`config.mk`:
```
export PLATFORM = sky130hd
export DESIGN_NAME = lif_neuron_core_flat
export DESIGN_NICKNAME = d
export VERILOG_FILES = /design/src/rtl/lif_pkg.sv /design/src/rtl/lif_neuron_core_if.sv /design/src/rtl/lif_refrac_timer.sv /design/src/rtl/lif_neuron_core.sv /design/src/flat_wrapper.sv
export SDC_FILE = /design/constraint.sdc
export NUM_CORES = 1
export LEC_CHECK = 0
export CAP_MARGIN = 40
export CORE_ASPECT_RATIO = 0.6
export CORE_UTILIZATION = 56
export DETAILED_ROUTE_END_ITERATION = 16
export PLACE_DENSITY = 0.86
export SLEW_MARGIN = 20
export SYNTH_ARGS = -nofsm -noshare
export SYNTH_HDL_FRONTEND = slang
export SYNTH_SLANG_ARGS = --single-unit
```
`constraint.sdc`:
```
create_clock -name clk -period 14.2 [get_ports clk]
set_input_delay 1.42 -clock clk [delete_from_list [all_inputs] [get_ports clk]]
set_output_delay 1.42 -clock clk [all_outputs]
set_load 0.03 [all_outputs]
```
`src/rtl/lif_pkg.sv`:
```
// Shared types, default widths and arithmetic helpers for the LIF neuron fabric.
// The router and synapse blocks import the same default constants.
package lif_pkg;

    typedef enum logic {
        INTEG  = 1'b0,
        REFRAC = 1'b1
    } lif_state_e;

    localparam int unsigned LIF_WIDTH = 8;
    localparam int unsigned LIF_TAU_W = 3;
    localparam int unsigned LIF_REF_W = 4;
    localparam int unsigned LIF_CNT_W = 8;

    // Unsigned add clamped to 2^width-1; operands are zero-extended to 32 bits.
    function automatic logic [31:0] sat_add(input logic [31:0] a,
                                            input logic [31:0] b,
                                            input int unsigned width);
        logic [32:0] s;
        logic [32:0] max;
        s   = {1'b0, a} + {1'b0, b};
        max = (33'd1 << width) - 33'd1;
        return (s > max) ? max[31:0] : s[31:0];
    endfunction

endpackage

```
`src/rtl/lif_neuron_core_if.sv`:
```
// Per-neuron bus: step enable, synaptic current and config in; spike and state out.
interface lif_neuron_core_if
    import lif_pkg::*;
#(
    parameter int unsigned WIDTH = LIF_WIDTH,
    parameter int unsigned TAU_W = LIF_TAU_W,
    parameter int unsigned REF_W = LIF_REF_W,
    parameter int unsigned CNT_W = LIF_CNT_W
);
    logic             en;
    logic [WIDTH-1:0] isyn;
    logic [WIDTH-1:0] threshold;
    logic [TAU_W-1:0] leak_shift;
    logic [REF_W-1:0] ref_cycles;
    logic             spike;
    logic             refractory;
    logic [WIDTH-1:0] membrane;
    logic [CNT_W-1:0] spike_count;

    modport master (
        output en, isyn, threshold, leak_shift, ref_cycles,
        input  spike, refractory, membrane, spike_count
    );

    modport slave (
        input  en, isyn, threshold, leak_shift, ref_cycles,
        output spike, refractory, membrane, spike_count
    );
endinterface

```
`src/rtl/lif_refrac_timer.sv`:
```
// Loadable refractory down-counter; done flags the last refractory edge.
module lif_refrac_timer
    import lif_pkg::*;
#(
    parameter int unsigned REF_W = LIF_REF_W
) (
    input  logic             clk,
    input  logic             rst_n,
    input  logic             en,
    input  logic             load,
    input  logic [REF_W-1:0] load_val,
    output logic             done
);
    logic [REF_W-1:0] timer;

    always_ff @(posedge clk or negedge rst_n) begin
        if (!rst_n) begin
            timer <= '0;
        end else if (load) begin
            timer <= load_val;
        end else if (en && timer != '0) begin
            timer <= timer - 1'b1;
        end
    end

    assign done = (timer == REF_W'(1));
endmodule

```
`src/rtl/lif_neuron_core.sv`:
```
// Leaky integrate-and-fire neuron with saturating membrane, refractory period
// and saturating spike counter.
module lif_neuron_core
    import lif_pkg::*;
#(
    parameter int unsigned WIDTH = LIF_WIDTH,
    parameter int unsigned TAU_W = LIF_TAU_W,
    parameter int unsigned REF_W = LIF_REF_W,
    parameter int unsigned CNT_W = LIF_CNT_W
) (
    input  logic              clk,
    input  logic              rst_n,
    lif_neuron_core_if.slave  bus
);
    lif_state_e       state;
    logic [WIDTH-1:0] v;
    logic [WIDTH-1:0] leak;
    logic [WIDTH-1:0] base;
    logic [31:0]      sum;
    logic             fire;
    logic             spike_q;
    logic [CNT_W-1:0] cnt;
    logic             t_load;
    logic             t_en;
    logic             t_done;

    always_comb begin
        leak = v >> bus.leak_shift;
        base = v - leak;
        sum  = sat_add(32'(base), 32'(bus.isyn), WIDTH);
        fire = (bus.threshold != '0) && (sum >= 32'(bus.threshold));
    end

    assign t_load = bus.en && (state == INTEG) && fire && (bus.ref_cycles != '0);
    assign t_en   = bus.en && (state == REFRAC);

    lif_refrac_timer #(.REF_W(REF_W)) u_timer (
        .clk      (clk),
        .rst_n    (rst_n),
        .en       (t_en),
        .load     (t_load),
        .load_val (bus.ref_cycles),
        .done     (t_done)
    );

    always_ff @(posedge clk or negedge rst_n) begin
        if (!rst_n) begin
            v       <= '0;
            state   <= INTEG;
            spike_q <= 1'b0;
            cnt     <= '0;
        end else if (!bus.en) begin
            spike_q <= 1'b0;
        end else begin
            spike_q <= 1'b0;
            case (state)
                INTEG: begin
                    if (fire) begin
                        spike_q <= 1'b1;
                        v       <= '0;
                        if (cnt != '1) cnt <= cnt + 1'b1;
                        if (bus.ref_cycles != '0) state <= REFRAC;
                    end else begin
                        v <= sum[WIDTH-1:0];
                    end
                end
                REFRAC: begin
                    v <= '0;
                    if (t_done) state <= INTEG;
                end
                default: state <= INTEG;
            endcase
        end
    end

    assign bus.spike       = spike_q;
    assign bus.refractory  = (state == REFRAC);
    assign bus.membrane    = v;
    assign bus.spike_count = cnt;
endmodule

```
`src/flat_wrapper.sv`:
```
// flat-port wrapper written by rule: the top's interface ports become plain ports
module lif_neuron_core_flat import lif_pkg::*;
#(
    parameter int unsigned WIDTH = LIF_WIDTH,
    parameter int unsigned TAU_W = LIF_TAU_W,
    parameter int unsigned REF_W = LIF_REF_W,
    parameter int unsigned CNT_W = LIF_CNT_W
)
  (clk, rst_n, bus_en, bus_isyn, bus_threshold, bus_leak_shift, bus_ref_cycles, bus_spike, bus_refractory, bus_membrane, bus_spike_count);
  lif_neuron_core_if #(.WIDTH(WIDTH), .TAU_W(TAU_W), .REF_W(REF_W), .CNT_W(CNT_W)) bus_i ();
  input  logic clk;
  input  logic rst_n;
  input wire logic [$bits(bus_i.en)-1:0] bus_en;
  input wire logic [$bits(bus_i.isyn)-1:0] bus_isyn;
  input wire logic [$bits(bus_i.threshold)-1:0] bus_threshold;
  input wire logic [$bits(bus_i.leak_shift)-1:0] bus_leak_shift;
  input wire logic [$bits(bus_i.ref_cycles)-1:0] bus_ref_cycles;
  output wire logic [$bits(bus_i.spike)-1:0] bus_spike;
  output wire logic [$bits(bus_i.refractory)-1:0] bus_refractory;
  output wire logic [$bits(bus_i.membrane)-1:0] bus_membrane;
  output wire logic [$bits(bus_i.spike_count)-1:0] bus_spike_count;
  assign bus_i.en = bus_en;
  assign bus_i.isyn = bus_isyn;
  assign bus_i.threshold = bus_threshold;
  assign bus_i.leak_shift = bus_leak_shift;
  assign bus_i.ref_cycles = bus_ref_cycles;
  assign bus_spike = bus_i.spike;
  assign bus_refractory = bus_i.refractory;
  assign bus_membrane = bus_i.membrane;
  assign bus_spike_count = bus_i.spike_count;
  lif_neuron_core #(.WIDTH(WIDTH), .TAU_W(TAU_W), .REF_W(REF_W), .CNT_W(CNT_W)) u_core (.clk(clk), .rst_n(rst_n), .bus(bus_i));
endmodule
```
==> flow_metrics.tcl, run 1 <==
set metrics [dict create \
    grt_use_met2_pct 39.4 \
    ys_types 51 \
    clock-sinks 22 \
    power_uw 572 \
    drc 0 \
    maxSlewViolCount 0 \
    gp_congestion 0.874 \
    syn-cell-area_mm2 0.00212 \
    via_count 1937 \
    via_per_inst 5.92 \
    p_leak_uw 0.00117 \
    io_buffers 43 \
    grt_pass1_vias 1810 \
    status "finished, final reports clean" \
    die_h_um 49.7 \
    clk_pin_slew_ns 0.08 \
    switching_power_uw 283 \
    r2r_slack_ns 8.60 \
    die_area_mm2 0.00405 \
    finalHoldViolCount 0 \
    synthCells 238 \
    fp-row-count 16 \
    synth-seq-cells 22 \
    synth.net_count 292 \
    clockPowerShare_pct 10.2 \
    clockBufferDepth 2 \
    dp_hpwl_um 4170 \
    post_cts_resize_count 0 \
    synth_top_cell_area_share_pct 25.9 \
    diodes 0 \
    drv_cap 0 \
    cts_hold_buf 0 \
    max_freq_mhz 143 \
    fin_crit_ns 6.99 \
    finClkSkew_ns 0.00483 \
    setup_viol 0 \
    h-tree-depth 1 \
    syn2layout_area_growth_pct 26.3 \
    tightest_slew_ns 0.648 \
    endpoint_kind "flop" \
    worstSetupStartpointType "primary input" \
    relSlewSlack_pct 56.5 \
    cts_made_buffers 3 \
    crit_fanout 14 \
    yosysWarnings 0 \
    cts_root_buf "clkbuf_8" \
    sw_frac_of_total_pct 49.4 \
    grtUsageTotal_pct 28.0 \
    nets 337 \
    antenna_found_initial 0 \
    yosys-top-cells-area "dfrtp_1, ha_1, xnor2_1" \
    synth_area_leader_cell "dfrtp_1" \
    rsz0062_at_grt "no" \
    busiest_layer "met1" \
    dp_cells 323 \
    routed_wl_um 5170 \
    period_share_pct 49.2 \
    die_x_um 81.5 \
    seqPwrFrac_pct 18.3 \
    grt_max_degree 17 \
    drive_gt1_share_pct 6.03 \
    layoutNonFillerInstCount 327 \
    hold_ws_ns 0.501 \
    finalWorstSetupSlack_ns 7.21 \
    tritoncts "done" \
    fillers 241 \
    drtIter0Drc 165 \
    first_pass_iters 4 \
    hold_class "flop to flop" \
    min-delay-start "u_core.bus.spike_count[5]$_DFFE_PN0P_" \
    ys_seq_area_share_pct 25.9 \
    holdPathStages 1 \
    timing.rr.end "u_core.bus.spike_count[1]$_DFFE_PN0P_" \
    required_ns 14.35 \
    grt_pass1_wl_um 8580 \
    use_met1_pct 44.3 \
    ios 44 \
    comb_power_share_pct 71.5 \
    finalSetupTns_ns 0 \
    overflow 0 \
    r2r_cells 24 \
    use_met3_pct 6.11 \
    dp_worst_setup_slack_ns 6.98 \
    p_per_area_mw_per_mm2 213 \
    ant_nets 0 \
    start_util_pct 61.7 \
    post-cts-setup-buffer-count 0 \
    core_mm2 0.00344 \
    vdd_drop_max_mv 0.137 \
    worst_skew_pair.late_latency_ns 0.26 \
    crit_type "primary input to flop" \
    internal_power_uw 289 \
    worstPathArrival_ns 7.14 \
    synth_area_per_cell_um2 8.93 \
    wl_per_cell_um 15.8 \
    rr_startpoint "u_core.bus.membrane[4]$_DFFE_PN0P_" \
    whs_endpoint "u_core.bus.spike_count[5]$_DFFE_PN0P_" \
]
## sequential cells by signal (all words and copies together), names as in the netlist
signal and count:
u_core.bus.spike_count 8, u_core.bus.refractory 1, u_core.u_timer.timer 4, u_core.bus.membrane 8
u_core.bus.spike 1
## power by group through the flow
stage | clock network, uW | registers, uW | logic (uW)
4_1_cts | 58.5 | 104 | 403
3_3_place_gp | 0 | 105 | 384
6_report | 58.2 | 105 | 409
5_1_grt | 61.7 | 107 | 449
3_5_place_dp | 0 | 105 | 399
2_1_floorplan | 0 | 126 | 269
## cells in the mapped netlist, drive strengths merged
cell and n:
a211oi 4, a221oi 1, o211ai 2, nand2 22
nand3b 1, a31oi 1, a2111oi 2, nand3 7
a21o 3, o41ai 1, mux2i 7, mux2 1
ha 26, xnor2 11, a21oi 15, a22oi 1
inv 21, nor3b 2, nor4 5, o31ai 2
o21ai 13, nor2 18, xor2 8, or3 1
a41oi 1, o22ai 2, o2111ai 1, a211o 1
nand4 1, a221o 1, nor4b 1, nand2b 6
clkbuf 4, dfrtp 22, nor3 3, and2b 1
fa 2, a32o 7, and3 2, nor2b 5
o21a 3
## layout by cell type, fill, tap and decap left out, types with 2 or more instances in the layout
cell type        instances
a211oi_1                 4
a21o_1                   3
a21oi_1                 15
a32o_1                   7
and3_1                   2
clkbuf_8                 3
clkdlybuf4s50_1         43
dfrtp_1                 22
fa_1                     2
ha_1                    26
inv_1                   20
mux2i_1                  7
nand2_1                 21
nand2b_1                 5
nand3_1                  7
nor2_1                  17
nor2b_1                  5
nor3_1                   3
nor3b_1                  2
nor4_1                   3
o21a_1                   3
o21ai_0                 12
o22ai_1                  2
xnor2_1                 11
xor2_1                   8
## through the flow
step	instance area [um2]	util, %
4_1_cts	2680	77.9
6_report	2680	77.9
2_1_floorplan	2120	-
5_1_grt	2680	77.9
3_3_place_gp	2600	75.4
3_5_place_dp	2610	75.8
## worst max-delay path by stage
stage	startpoint	endpoint	cells past startpoint
4_1_cts	bus_leak_shift[1]	u_core.bus.spike_count[1]$_DFFE_PN0P_	25
6_report	bus_leak_shift[1]	u_core.bus.spike_count[1]$_DFFE_PN0P_	25
5_1_grt	bus_leak_shift[1]	u_core.bus.spike_count[1]$_DFFE_PN0P_	24
3_3_place_gp	bus_leak_shift[1]	u_core.bus.spike_count[1]$_DFFE_PN0P_	24
2_1_floorplan	bus_leak_shift[0]	u_core.bus.spike_count[1]$_DFFE_PN0P_	24
3_5_place_dp	bus_leak_shift[1]	u_core.bus.spike_count[1]$_DFFE_PN0P_	25
## cells by family after synthesis
kind of cell | after synthesis | synth area share [%]
simple gates | 75 | 19.0
compound gates | 61 | 21.8
fa+ha+maj | 28 | 17.2
buf+inv | 25 | 4.42
flops | 22 | 25.9
xor+xnor | 19 | 7.83
mux | 8 | 3.83
## cell type report
class                           count  area [um2]  area share, %
Multi-Input combinational cell    191        1480           55.2
Sequential cell                    22         551           20.5
Timing Repair Buffer               44         445           16.6
Inverter                           21        78.8           2.94
Tap cell                           45        56.3           2.10
Clock buffer                        3        41.3           1.54
Clock inverter                      1        30.0           1.12
## critical path: stages
cell             delay [ns]
clkdlybuf4s50_1        0.78
nor2b_1                0.09
a211oi_1               0.22
a21oi_1                0.09
nand2_1                0.10
o21ai_0                0.10
ha_1                   0.25
fa_1                   0.42
nor2b_1                0.13
o21a_1                 0.13
nor2_1                 0.05
xnor2_1                0.13
ha_1                   0.36
a21o_1                 0.23
a221o_1                0.42
o31ai_4                0.30
and2b_1                0.20
ha_1                   0.23
nand2b_4               0.15
a2111oi_4              0.39
nor4_4                 0.10
o211ai_2               0.30
inv_2                  0.13
nand2_2                0.10
mux2_1                 0.32
## metal layers
layer,up-vias,share of wire [%],routed length [um]
li1,957,-,-
met1,885,50,2580
met2,91,40,2090
met3,4,8.9,461
met4,0,0.79,41
met5,-,0,0
(Power assumes the default switching activity.)
==> inputs of run 2 (changes only) <==
CORE_UTILIZATION = 52   (was 56)
PLACE_DENSITY = 0.81   (was 0.86)
clock period = 7.2 ns   (was 14.2 ns; I/O delays follow)
==> flow_metrics.tcl, run 2 (synthesized netlist as in run 1, its figures left out) <==
set metrics [dict create \
    nets 337 \
    die_x_um 84.5 \
    vdd_drop_max_mv 0.206 \
    post_cts_resize_count 0 \
    setup_viol 0 \
    slowest_delay_ns 0.77 \
    layout_commonest_cell "clkdlybuf4s50_1" \
    routed_wl_um 4780 \
    cts_made_buffers 3 \
    cts_root_buf "clkbuf_8" \
    clockBufferDepth 2 \
    path_buf_inv 2 \
    clock-sinks 22 \
    relSlewSlack_pct 58.6 \
    finalHoldViolCount 0 \
    post-cts-setup-buffer-count 0 \
    first_pass_iters 10 \
    die_area_mm2 0.00435 \
    cts_hold_buf 0 \
    io_buffers 43 \
    crit_type "primary input to flop" \
    overflow 0 \
    via_per_inst 5.76 \
    clk_pin_slew_ns 0.07 \
    p_per_area_mw_per_mm2 399 \
    fp-row-count 17 \
    power_uw 1070 \
    finClkSkew_ns 0.00611 \
    hold_ws_ns 0.499 \
    rsz0062_at_grt "no" \
    placed_area_mm2 0.00263 \
    p_leak_uw 0.00117 \
    period_share_pct 86.8 \
    final_cell_mix "clkdlybuf4s50_1, ha_1, dfrtp_1" \
    antenna_found_initial 0 \
    max_freq_mhz 160 \
    violations "design-rule violations" \
    fin_area_mm2 0.00268 \
    grt_pass1_vias 1713 \
    worstPathArrival_ns 6.39 \
    finalSetupTns_ns 0 \
    ios 44 \
    ant_nets 0 \
    status "complete, but fails checks" \
    grt_max_degree 17 \
    via_count 1896 \
    core_mm2 0.00379 \
    dp_hpwl_um 3910 \
    grtUsageTotal_pct 23.8 \
    crit_fanout 14 \
    worstSetupStartpointType "primary input" \
    gp_congestion 0.933 \
    slowest_stage "clkdlybuf4s50_1" \
    diodes 0 \
    required_ns 7.34 \
    maxSlewViolCount 0 \
    drv_cap 0 \
    hold_class "flop to flop" \
    crit_family "compound AO/OA/AOI/OAI gates" \
    start_util_pct 56.1 \
    fin_crit_ns 6.25 \
    tightest_slew_ns 0.617 \
    tritoncts "done" \
    worst_skew_pair.late_latency_ns 0.26 \
    die_h_um 51.5 \
    drc 2 \
    crit_top_cell "ha_1" \
    h-tree-depth 1 \
    endpoint_kind "flop" \
    drive_gt1_share_pct 6.03 \
    wl_per_cell_um 14.5 \
    grt_pass1_wl_um 8110 \
    syn2layout_area_growth_pct 26.2 \
    drtIter0Drc 91 \
]
## run 2: cell types whose count changed in the layout (fill, tap and decap cells not counted), sizes merged
cell / change
bufinv: -1
clkbuf: +1
## run 2: final timing paths
path	start	end	slack [ns]	depth (start not counted)
max in group asynchronous	rst_n	u_core.bus.membrane[5]$_DFFE_PN0P_	6.04	2
min in group asynchronous	rst_n	u_core.bus.spike_count[2]$_DFFE_PN0P_	0.75	1
min reg2reg	u_core.bus.spike_count[5]$_DFFE_PN0P_	u_core.bus.spike_count[5]$_DFFE_PN0P_	0.50	1
max reg2reg	u_core.bus.membrane[4]$_DFFE_PN0P_	u_core.bus.spike_count[1]$_DFFE_PN0P_	1.60	24
min	u_core.bus.spike_count[5]$_DFFE_PN0P_	u_core.bus.spike_count[5]$_DFFE_PN0P_	0.50	1
max	bus_leak_shift[1]	u_core.bus.spike_count[1]$_DFFE_PN0P_	0.95	25
## run 2: area by class of cell
type / count / area (um2)
multi-input cells: 191 / 1480
fillers: 312 / 1100
flip-flops and latches: 22 / 551
repair buffers: 44 / 458
inverters: 21 / 78.8
well taps: 47 / 58.8
clock buffers: 4 / 55.1
## run 2: worst register-to-register path, delay by kind of cell, from the launching register on
family,cells,cell delay [ns]
fa+ha+maj,4,1.18
compound gates,9,2.15
simple gates,8,1.02
flops,1,0.49
buf+inv,1,0.13
mux,1,0.32
xor+xnor,1,0.18
## run 2: power by group
part           leakage, uW  total [uW]  switching [uW]  internal [uW]
Clock            0.0000288        86.6            37.9           48.7
Sequential        0.000282         206            44.6            162
Combinational     0.000857         776             442            333
## run 2: layer usage
layer  vias up  track usage [%]  part of all wire, %  wire length (um)
met2        50             36.9                   39              1890
met4         0             1.69                 0.17                 8
li1        957                -                    -                 -
met5         -                0                    0                 0
met1       887             36.6                   56              2670
met3         2             3.65                  4.5               213
## run 2: per-stage QoR
| step | setup WS, ns | cells | utilization, % |
|---|---|---|---|
| after floorplan | 1.63 | 238 | - |
| after global placement | 0.899 | 324 | 68.6 |
| after detailed placement | 0.708 | 325 | 69.4 |
| after CTS | 0.966 | 329 | 70.8 |
| after global routing | 0.541 | 329 | 70.8 |
| final | 0.952 | 329 | 70.8 |
